$ cat src/rtl/tmc_spi_slave_if.sv
// tmc_spi_slave_if: SPI pins plus the local tx/rx handshake of tmc_spi_slave.
//   slave modport  : used by tmc_spi_slave (SPI pins in, MISO/status out).
//   master modport : used by whatever drives the SPI pins and the tx/rx side.
// Signals:
//   spi_sclk, spi_ss_n, spi_mosi : SPI inputs from the bus master (asynchronous)
//   spi_miso, spi_miso_oe        : slave-out data and its pad enable
//   tx_data, tx_load, tx_ready   : transmit holding-register load handshake
//   rx_data, rx_valid            : last received word and its one-cycle strobe
//   busy                         : synchronized SS_n is low
//   tx_underrun, underrun_clr    : sticky underrun flag and its clear
interface tmc_spi_slave_if #(
    parameter int unsigned DATA_W = 8
);
    logic              spi_sclk;
    logic              spi_ss_n;
    logic              spi_mosi;
    logic              spi_miso;
    logic              spi_miso_oe;
    logic [DATA_W-1:0] tx_data;
    logic              tx_load;
    logic              tx_ready;
    logic [DATA_W-1:0] rx_data;
    logic              rx_valid;
    logic              busy;
    logic              tx_underrun;
    logic              underrun_clr;

    modport slave (
        input  spi_sclk, spi_ss_n, spi_mosi, tx_data, tx_load, underrun_clr,
        output spi_miso, spi_miso_oe, tx_ready, rx_data, rx_valid, busy, tx_underrun
    );

    modport master (
        output spi_sclk, spi_ss_n, spi_mosi, tx_data, tx_load, underrun_clr,
        input  spi_miso, spi_miso_oe, tx_ready, rx_data, rx_valid, busy, tx_underrun
    );
endinterface

$ cat src/rtl/tmc_spi_slave.sv
// tmc_spi_slave: SPI mode-0 responder, oversampled in the clk_clk domain.
// Ports:
//   clk_clk        : system clock, at least 8x SCLK
//   reset_reset_n  : asynchronous active-low reset
//   bus            : tmc_spi_slave_if.slave (SPI pins, tx holding handshake, rx strobe,
//                    busy, sticky tx_underrun with underrun_clr)
// Build option: define TMC_SPI_SLAVE_LSB_FIRST_EN to shift bit 0 first in both directions;
// default is MSB first.
module tmc_spi_slave #(
    parameter int unsigned DATA_W = 8
) (
    input logic            clk_clk,
    input logic            reset_reset_n,
    tmc_spi_slave_if.slave bus
);
    localparam int unsigned CntW = $clog2(DATA_W);
    localparam logic [CntW-1:0] LastBit = CntW'(DATA_W - 1);

    typedef enum logic [0:0] {StIdle, StShift} state_e;

    // Synchronizers: two flops each, plus a history flop on SCLK and SS_n for edges.
    logic [1:0] sclk_sync_q, ss_sync_q, mosi_sync_q;
    logic       sclk_hist_q, ss_hist_q;
    // fill_q counts reset-release cycles until ss_sync_q[1] holds a real pin sample;
    // arm_q then requires SS_n seen high before a falling edge is accepted.
    logic [1:0] fill_q;
    logic       arm_q, arm_d;

    state_e            state_q, state_d;
    logic [CntW-1:0]   cnt_q, cnt_d;
    logic [DATA_W-1:0] tx_shift_q, tx_shift_d;
    logic [DATA_W-1:0] rx_shift_q, rx_shift_d;
    logic [DATA_W-1:0] hold_q, hold_d;
    logic              hold_full_q, hold_full_d;
    logic [DATA_W-1:0] rx_data_q, rx_data_d;
    logic              rx_valid_q, rx_valid_d;
    logic              miso_q, miso_d;
    logic              oe_q, oe_d;
    logic              underrun_q, underrun_d;

    logic              sclk_rise, sclk_fall, ss_fall, ss_rise, mosi_s;
    logic [DATA_W-1:0] tx_next, rx_next, word;
    logic              xfer, underrun_set;

    assign sclk_rise = sclk_sync_q[1] & ~sclk_hist_q;
    assign sclk_fall = ~sclk_sync_q[1] & sclk_hist_q;
    assign ss_fall   = arm_q & ss_hist_q & ~ss_sync_q[1];
    assign ss_rise   = ~ss_hist_q & ss_sync_q[1];
    assign mosi_s    = mosi_sync_q[1];
    assign arm_d     = arm_q | ((fill_q == 2'd2) & ss_sync_q[1]);

`ifdef TMC_SPI_SLAVE_LSB_FIRST_EN
    function automatic logic first_bit(input logic [DATA_W-1:0] w);
        return w[0];
    endfunction
    assign tx_next = tx_shift_q >> 1;
    assign rx_next = (rx_shift_q >> 1) | (DATA_W'(mosi_s) << (DATA_W - 1));
`else
    function automatic logic first_bit(input logic [DATA_W-1:0] w);
        return w[DATA_W-1];
    endfunction
    assign tx_next = tx_shift_q << 1;
    assign rx_next = (rx_shift_q << 1) | DATA_W'(mosi_s);
`endif

    always_ff @(posedge clk_clk or negedge reset_reset_n) begin
        if (!reset_reset_n) begin
            sclk_sync_q <= 2'b00;
            ss_sync_q   <= 2'b11;
            mosi_sync_q <= 2'b00;
            sclk_hist_q <= 1'b0;
            ss_hist_q   <= 1'b1;
            fill_q      <= 2'd0;
            arm_q       <= 1'b0;
        end else begin
            sclk_sync_q <= {sclk_sync_q[0], bus.spi_sclk};
            ss_sync_q   <= {ss_sync_q[0], bus.spi_ss_n};
            mosi_sync_q <= {mosi_sync_q[0], bus.spi_mosi};
            sclk_hist_q <= sclk_sync_q[1];
            ss_hist_q   <= ss_sync_q[1];
            if (fill_q != 2'd2) begin
                fill_q <= fill_q + 2'd1;
            end
            arm_q <= arm_d;
        end
    end

    always_ff @(posedge clk_clk or negedge reset_reset_n) begin
        if (!reset_reset_n) begin
            state_q     <= StIdle;
            cnt_q       <= '0;
            tx_shift_q  <= '0;
            rx_shift_q  <= '0;
            hold_q      <= '0;
            hold_full_q <= 1'b0;
            rx_data_q   <= '0;
            rx_valid_q  <= 1'b0;
            miso_q      <= 1'b0;
            oe_q        <= 1'b0;
            underrun_q  <= 1'b0;
        end else begin
            state_q     <= state_d;
            cnt_q       <= cnt_d;
            tx_shift_q  <= tx_shift_d;
            rx_shift_q  <= rx_shift_d;
            hold_q      <= hold_d;
            hold_full_q <= hold_full_d;
            rx_data_q   <= rx_data_d;
            rx_valid_q  <= rx_valid_d;
            miso_q      <= miso_d;
            oe_q        <= oe_d;
            underrun_q  <= underrun_d;
        end
    end

    always_comb begin
        state_d      = state_q;
        cnt_d        = cnt_q;
        tx_shift_d   = tx_shift_q;
        rx_shift_d   = rx_shift_q;
        hold_d       = hold_q;
        hold_full_d  = hold_full_q;
        rx_data_d    = rx_data_q;
        rx_valid_d   = 1'b0;
        miso_d       = miso_q;
        oe_d         = oe_q;
        underrun_d   = underrun_q;
        xfer         = 1'b0;
        underrun_set = 1'b0;
        word         = '1;

        unique case (state_q)
            StIdle: begin
                if (ss_fall) begin
                    state_d = StShift;
                    cnt_d   = '0;
                    oe_d    = 1'b1;
                    xfer    = 1'b1;
                end
            end
            StShift: begin
                // SS_n deselect wins over any SCLK edge seen in the same cycle.
                if (ss_rise) begin
                    state_d    = StIdle;
                    cnt_d      = '0;
                    oe_d       = 1'b0;
                    miso_d     = 1'b0;
                    rx_shift_d = '0;
                end else if (sclk_rise) begin
                    rx_shift_d = rx_next;
                    if (cnt_q == LastBit) begin
                        cnt_d      = '0;
                        rx_data_d  = rx_next;
                        rx_valid_d = 1'b1;
                    end else begin
                        cnt_d = cnt_q + CntW'(1);
                    end
                end else if (sclk_fall) begin
                    if (cnt_q != '0) begin
                        tx_shift_d = tx_next;
                        miso_d     = first_bit(tx_next);
                    end else begin
                        xfer = 1'b1;
                    end
                end
            end
            default: state_d = StIdle;
        endcase

        if (xfer) begin
            if (hold_full_q) begin
                word        = hold_q;
                hold_full_d = 1'b0;
            end else if (bus.tx_load) begin
                // Bypass: the load is consumed here and the holding register stays empty.
                word = bus.tx_data;
            end else begin
                underrun_set = 1'b1;
            end
            tx_shift_d = word;
            miso_d     = first_bit(word);
        end else if (bus.tx_load && !hold_full_q) begin
            hold_d      = bus.tx_data;
            hold_full_d = 1'b1;
        end

        if (bus.underrun_clr) begin
            underrun_d = 1'b0;
        end
        if (underrun_set) begin
            underrun_d = 1'b1;
        end
    end

    assign bus.spi_miso    = miso_q;
    assign bus.spi_miso_oe = oe_q;
    assign bus.tx_ready    = ~hold_full_q;
    assign bus.rx_data     = rx_data_q;
    assign bus.rx_valid    = rx_valid_q;
    assign bus.busy        = ~ss_hist_q;
    assign bus.tx_underrun = underrun_q;
endmodule
$ cat src/flat_wrapper.sv
// flat-port wrapper written by rule: the top's interface ports become plain ports
module tmc_spi_slave_flat 
#(
    parameter int unsigned DATA_W = 8
)
  (clk_clk, reset_reset_n, bus_spi_sclk, bus_spi_ss_n, bus_spi_mosi, bus_tx_data, bus_tx_load, bus_underrun_clr, bus_spi_miso, bus_spi_miso_oe, bus_tx_ready, bus_rx_data, bus_rx_valid, bus_busy, bus_tx_underrun);
  tmc_spi_slave_if #(.DATA_W(DATA_W)) bus_i ();
  input logic clk_clk;
  input logic reset_reset_n;
  input wire logic [$bits(bus_i.spi_sclk)-1:0] bus_spi_sclk;
  input wire logic [$bits(bus_i.spi_ss_n)-1:0] bus_spi_ss_n;
  input wire logic [$bits(bus_i.spi_mosi)-1:0] bus_spi_mosi;
  input wire logic [$bits(bus_i.tx_data)-1:0] bus_tx_data;
  input wire logic [$bits(bus_i.tx_load)-1:0] bus_tx_load;
  input wire logic [$bits(bus_i.underrun_clr)-1:0] bus_underrun_clr;
  output wire logic [$bits(bus_i.spi_miso)-1:0] bus_spi_miso;
  output wire logic [$bits(bus_i.spi_miso_oe)-1:0] bus_spi_miso_oe;
  output wire logic [$bits(bus_i.tx_ready)-1:0] bus_tx_ready;
  output wire logic [$bits(bus_i.rx_data)-1:0] bus_rx_data;
  output wire logic [$bits(bus_i.rx_valid)-1:0] bus_rx_valid;
  output wire logic [$bits(bus_i.busy)-1:0] bus_busy;
  output wire logic [$bits(bus_i.tx_underrun)-1:0] bus_tx_underrun;
  assign bus_i.spi_sclk = bus_spi_sclk;
  assign bus_i.spi_ss_n = bus_spi_ss_n;
  assign bus_i.spi_mosi = bus_spi_mosi;
  assign bus_i.tx_data = bus_tx_data;
  assign bus_i.tx_load = bus_tx_load;
  assign bus_i.underrun_clr = bus_underrun_clr;
  assign bus_spi_miso = bus_i.spi_miso;
  assign bus_spi_miso_oe = bus_i.spi_miso_oe;
  assign bus_tx_ready = bus_i.tx_ready;
  assign bus_rx_data = bus_i.rx_data;
  assign bus_rx_valid = bus_i.rx_valid;
  assign bus_busy = bus_i.busy;
  assign bus_tx_underrun = bus_i.tx_underrun;
  tmc_spi_slave #(.DATA_W(DATA_W)) u_core (.clk_clk(clk_clk), .reset_reset_n(reset_reset_n), .bus(bus_i));
endmodule
$ cat config.mk
export PLATFORM = sky130hd
export DESIGN_NAME = tmc_spi_slave_flat
export DESIGN_NICKNAME = d
export VERILOG_FILES = /design/src/rtl/tmc_spi_slave_if.sv /design/src/rtl/tmc_spi_slave.sv /design/src/flat_wrapper.sv
export SDC_FILE = /design/constraint.sdc
export NUM_CORES = 1
export LEC_CHECK = 0
export ABC_CLOCK_PERIOD_IN_PS = 2000
export BUFFER_PORTS_ARGS = -buffer_cell sky130_fd_sc_hd__buf_2
export CAP_MARGIN = 25
export CELL_PAD_IN_SITES_DETAIL_PLACEMENT = 2
export CELL_PAD_IN_SITES_GLOBAL_PLACEMENT = 2
export CORE_UTILIZATION = 38
export DETAILED_ROUTE_END_ITERATION = 10
export GPL_ROUTABILITY_DRIVEN = 0
export GPL_TIMING_DRIVEN = 0
export PLACE_DENSITY = 0.87
export SYNTH_ARGS = -nofsm -noshare
export SYNTH_HDL_FRONTEND = slang
export SYNTH_SLANG_ARGS = --single-unit
$ cat constraint.sdc
create_clock -name clk_clk -period 2 [get_ports clk_clk]
set_input_delay 0.2 -clock clk_clk [delete_from_list [all_inputs] [get_ports clk_clk]]
set_output_delay 0.2 -clock clk_clk [all_outputs]
set_load 0.05 [all_outputs]
==> results.md <==
Status:
- The run finished with clean final reports.

STA:
- The time the final worst path needs with I/O delays and setup is 1.893 ns.
- For the pin with the worst max-slew slack, the measured transition is 0.6055 ns.
- The count of endpoints failing hold in the final timing report is 0.
- The worst clock skew on the final layout is 0.009484 ns.
- The share of the clock period used by the worst path is 0.9466.
- In this run the tightest slew margin relative to its limit is 0.5955.
- After routing, the total negative slack on setup checks comes to 0 ns.
- Setup repair after global routing left no endpoint under its margin.
- The total setup violations reported at the end of the flow is 0.
- The worst path meets setup with 0.1068 ns of slack.
- The count of pins over their slew limit came to 0.
- For this run, the top clock speed supported by timing is 0.5282 GHz.

Global routing:
- The first global-routing pass estimated 7314 um of wire.
- Entering global routing, the biggest net connects 40 pins.
- The global router's overall resource usage is 0.1751.
- Global routing finished with a remaining overflow of 0.
- The number of antenna violations at the first check in global routing is 0.
- The via count of the first global-routing pass was 1510.

Clock network:
- The number of CTS-inserted buffers is 5.
- Clock tree synthesis found a total of 50 sinks.
- The total of cells resized after clock tree synthesis is 0.
- After clock tree synthesis, the clock-pin slew on the worst setup and hold paths is 0.09 ns.
- The TritonCTS clock tree is done.
- The clock latency on the worst-skew pair is 0.30 ns.
- The CTS H-tree depth is 2.
- In this run the deepest clock path goes through 2 buffers.
- The master cell of the clock root buffer is sky130_fd_sc_hd__clkbuf_8.

Yosys:
- The number of different library cells used by synthesis comes to 38.
- The post-synthesis area per instance is 13.29 um2.
- For this run, the register share of the synthesized area comes to 0.6053.
- The post-synthesis sequential element count is 50.
- Synthesis handed over a netlist of 156 instances.
- The synthesized netlist occupies a cell area of 2073 um2.
- The yosys synthesis warning count is 0.
- The number of nets in the synthesized netlist is 175.

Die:
- The core region is 5172 um2.
- The effective utilization at floorplan is 0.4008.
- From left edge to right edge, the die measures 75.87 um.
- The total number of placement rows is 26.
- For this design the top-level I/O count stands at 29.
- The height of the die is 75.87 um.
- The floorplan die area is 5756 um2.

Drt:
- The number of iterations in the first detailed-routing pass is 2.
- For this block, the initial DRC count from the detailed router was 74.
- For this block, the via count after detailed routing is 1367.
- Wires add up to 4511 um.
- The DRC violations left is 0.
- The remaining antenna violation count is 0.
- In the routed layout, each cell is associated on average with a via count of 5.120.
- The final routed wire length divided by cell count is 16.90 um.

Cells and area:
- The signed area change from the synthesized netlist to the final layout is 19.49%.
- The top cell types in the final layout, fill and taps aside, are 47 x sky130_fd_sc_hd__dfrtp_1, 30 x sky130_fd_sc_hd__buf_2, 10 x sky130_fd_sc_hd__nand2_1.
- At the end of the flow, the number of nets in the layout was 215.
- Leaving out fill and tap cells, the most frequent cell in the layout is sky130_fd_sc_hd__dfrtp_1.
- Of the cells placed in the final design, the portion with a size suffix greater than 1 is 0.3350.
- 0 antenna diodes ended up in the layout.

Worst setup path:
- The setup path with the least slack is of type flop to flop.
- STA puts the critical path data arrival time at 2.08 ns.
- The maximum cell stage delay along the critical path is 0.38 ns.
- The kind of start point of the critical path is a flop.
- Data on the critical path is required at its endpoint by 2.19 ns.
- The critical path's slowest cell is sky130_fd_sc_hd__dfrtp_1.
- The critical path endpoint category is a flop.
- The largest fanout of any net on the critical path is 8.
- The worst register-to-register path has a setup slack of 0.11 ns.
- Walking the worst path, the cells encountered are inv_1, ha_1, nor2b_1, a41o_1, or2_1, buf_6, mux2_4.

Placement:
- The HPWL reported at the end of detailed placement is 3309 um.
- The number of buffer cells added on primary ports is 28.
- Before CTS, the worst setup slack after placement is 0.1109 ns.

Pwr:
- The total leakage power is 0.001214 uW.
- The power per standard cell area is 1029 nW/um2.
- VDD sags by at most 0.4149 mV.

Flow run:
- The max-capacitance violation count is 0.

Min path:
- The worst hold path belongs to the class input pin to flop.
[kinds of logic after synthesis]
kind of cell / share of synthesized area
AND/OR/NAND/NOR: 0.08630
adder cells (fa/ha/maj): 0.02414
multiplexers: 0.1014
buffers and inverters: 0.03379
flip-flops: 0.6053
AO/OA/AOI/OAI: 0.1448
XOR/XNOR: 0.004225
[layout make-up]
class | count | area [um2]
Clock inverter | 1 | 30.03
Inverter | 10 | 37.54
Buffer | 6 | 32.53
Multi-Input combinational cell | 90 | 748.2
Sequential cell | 50 | 1255
Tap cell | 70 | 87.58
Fill cell | 503 | 2695
Clock buffer | 7 | 86.33
Timing Repair Buffer | 33 | 200.2
[synthesized netlist by cell type]
cell                       number  area (um2)
sky130_fd_sc_hd__dfrtp_1       47        1176
sky130_fd_sc_hd__nand2_1       10       37.54
sky130_fd_sc_hd__inv_1          9       33.78
sky130_fd_sc_hd__a22o_1         8       70.07
sky130_fd_sc_hd__mux2_2         8       90.09
sky130_fd_sc_hd__mux2_4         8       120.1
sky130_fd_sc_hd__a21oi_1        5       25.02
sky130_fd_sc_hd__nor2b_1        5       31.28
sky130_fd_sc_hd__o21ai_0        5       25.02
sky130_fd_sc_hd__o221a_2        5       56.30
sky130_fd_sc_hd__o22ai_1        5       31.28
sky130_fd_sc_hd__ha_1           4       50.05
sky130_fd_sc_hd__clkbuf_1       3       11.26
sky130_fd_sc_hd__dfstp_2        3       78.83
sky130_fd_sc_hd__nor2_1         3       11.26
sky130_fd_sc_hd__a21o_1         2       15.01
sky130_fd_sc_hd__and3_1         2       12.51
sky130_fd_sc_hd__buf_2          2       10.01
sky130_fd_sc_hd__nand3b_1       2       15.01
sky130_fd_sc_hd__o221ai_1       2       17.52
sky130_fd_sc_hd__a32o_1         1       10.01
sky130_fd_sc_hd__a41o_1         1       10.01
sky130_fd_sc_hd__buf_6          1       11.26
sky130_fd_sc_hd__clkinv_1       1       3.750
sky130_fd_sc_hd__nand2b_1       1       6.260
sky130_fd_sc_hd__nand2b_2       1       8.760
sky130_fd_sc_hd__nor3_1         1       5.000
sky130_fd_sc_hd__nor3b_1        1       7.510
sky130_fd_sc_hd__nor4bb_4       1       25.02
sky130_fd_sc_hd__o21a_1         1       7.510
sky130_fd_sc_hd__o21ai_1        1       5.000
sky130_fd_sc_hd__o21bai_1       1       7.510
sky130_fd_sc_hd__o221a_1        1       11.26
sky130_fd_sc_hd__o22a_1         1       8.760
sky130_fd_sc_hd__or2_1          1       6.260
sky130_fd_sc_hd__or2_2          1       6.260
sky130_fd_sc_hd__or3_1          1       6.260
sky130_fd_sc_hd__xnor2_1        1       8.760
[power breakdown]
| group | internal, uW | leakage, uW | switching [uW] |
|---|---|---|---|
| Clock | 408 | 0.0000585 | 334 |
| Combinational | 261 | 0.000544 | 256 |
| Sequential | 1180 | 0.000611 | 109 |
[worst max-delay path: cells and delay by family (launching register included)]
family / cells / cell delay (ns)
simple gates: 2 / 0.40
flops: 1 / 0.38
mux: 1 / 0.30
compound gates: 1 / 0.28
buf+inv: 2 / 0.23
fa+ha+maj: 1 / 0.18
[flip-flops by register name, indices dropped and copies added (netlist names), 2 cells and up]
signal              cells
u_core.tx_shift_q       7
u_core.bus.rx_data      8
u_core.sclk_sync_q      2
u_core.ss_sync_q        2
u_core.cnt_q            3
u_core.fill_q           2
u_core.mosi_sync_q      2
u_core.rx_shift_q       7
u_core.hold_q           8
[through the flow]
step	cell area (um2)	power, uW	hold slack (ns)	cells	utilization
after floorplan	2073	1658	-0.09559	156	-
after global placement	2301	1768	0.3062	254	0.4448
after detailed placement	2321	1824	0.1050	255	0.4487
after CTS	2477	2576	0.06793	267	0.4790
after global routing	2477	2675	0.07122	267	0.4790
final	2477	2549	0.07429	267	0.4790
[what timing repair did]
item                      CTS  global route
hold endpoints to repair   14             0
hold buffers                4             0
buffers inserted            0             0
[routing by layer]
layer | part of all wire | up-vias | GRT usage
met1 | 0.44 | 703 | 0.2121
li1 | - | 634 | -
met4 | 0.010 | 0 | 0.04321
met2 | 0.52 | 25 | 0.3176
met5 | 0 | - | 0
met3 | 0.033 | 5 | 0.03571
[path summary, 6_finish.rpt]
path,end,from,depth (start not counted)
worst max register to register,u_core.hold_q[1]$_DFFE_PN0P_,u_core.cnt_q[0]$_DFFE_PN0P_,7
min in group asynchronous,u_core.bus.rx_valid$_DFF_PN0_,reset_reset_n,2
worst min-delay path,u_core.bus.tx_underrun$_DFFE_PN0P_,bus_underrun_clr,2
max in group asynchronous,u_core.ss_sync_q[1]$_DFF_PN1_,reset_reset_n,3
worst max-delay path,u_core.hold_q[1]$_DFFE_PN0P_,u_core.cnt_q[0]$_DFFE_PN0P_,7
worst min register to register,u_core.ss_sync_q[1]$_DFF_PN1_,u_core.ss_sync_q[0]$_DFF_PN1_,0
No activity file was read; power rests on OpenSTA's default activity.
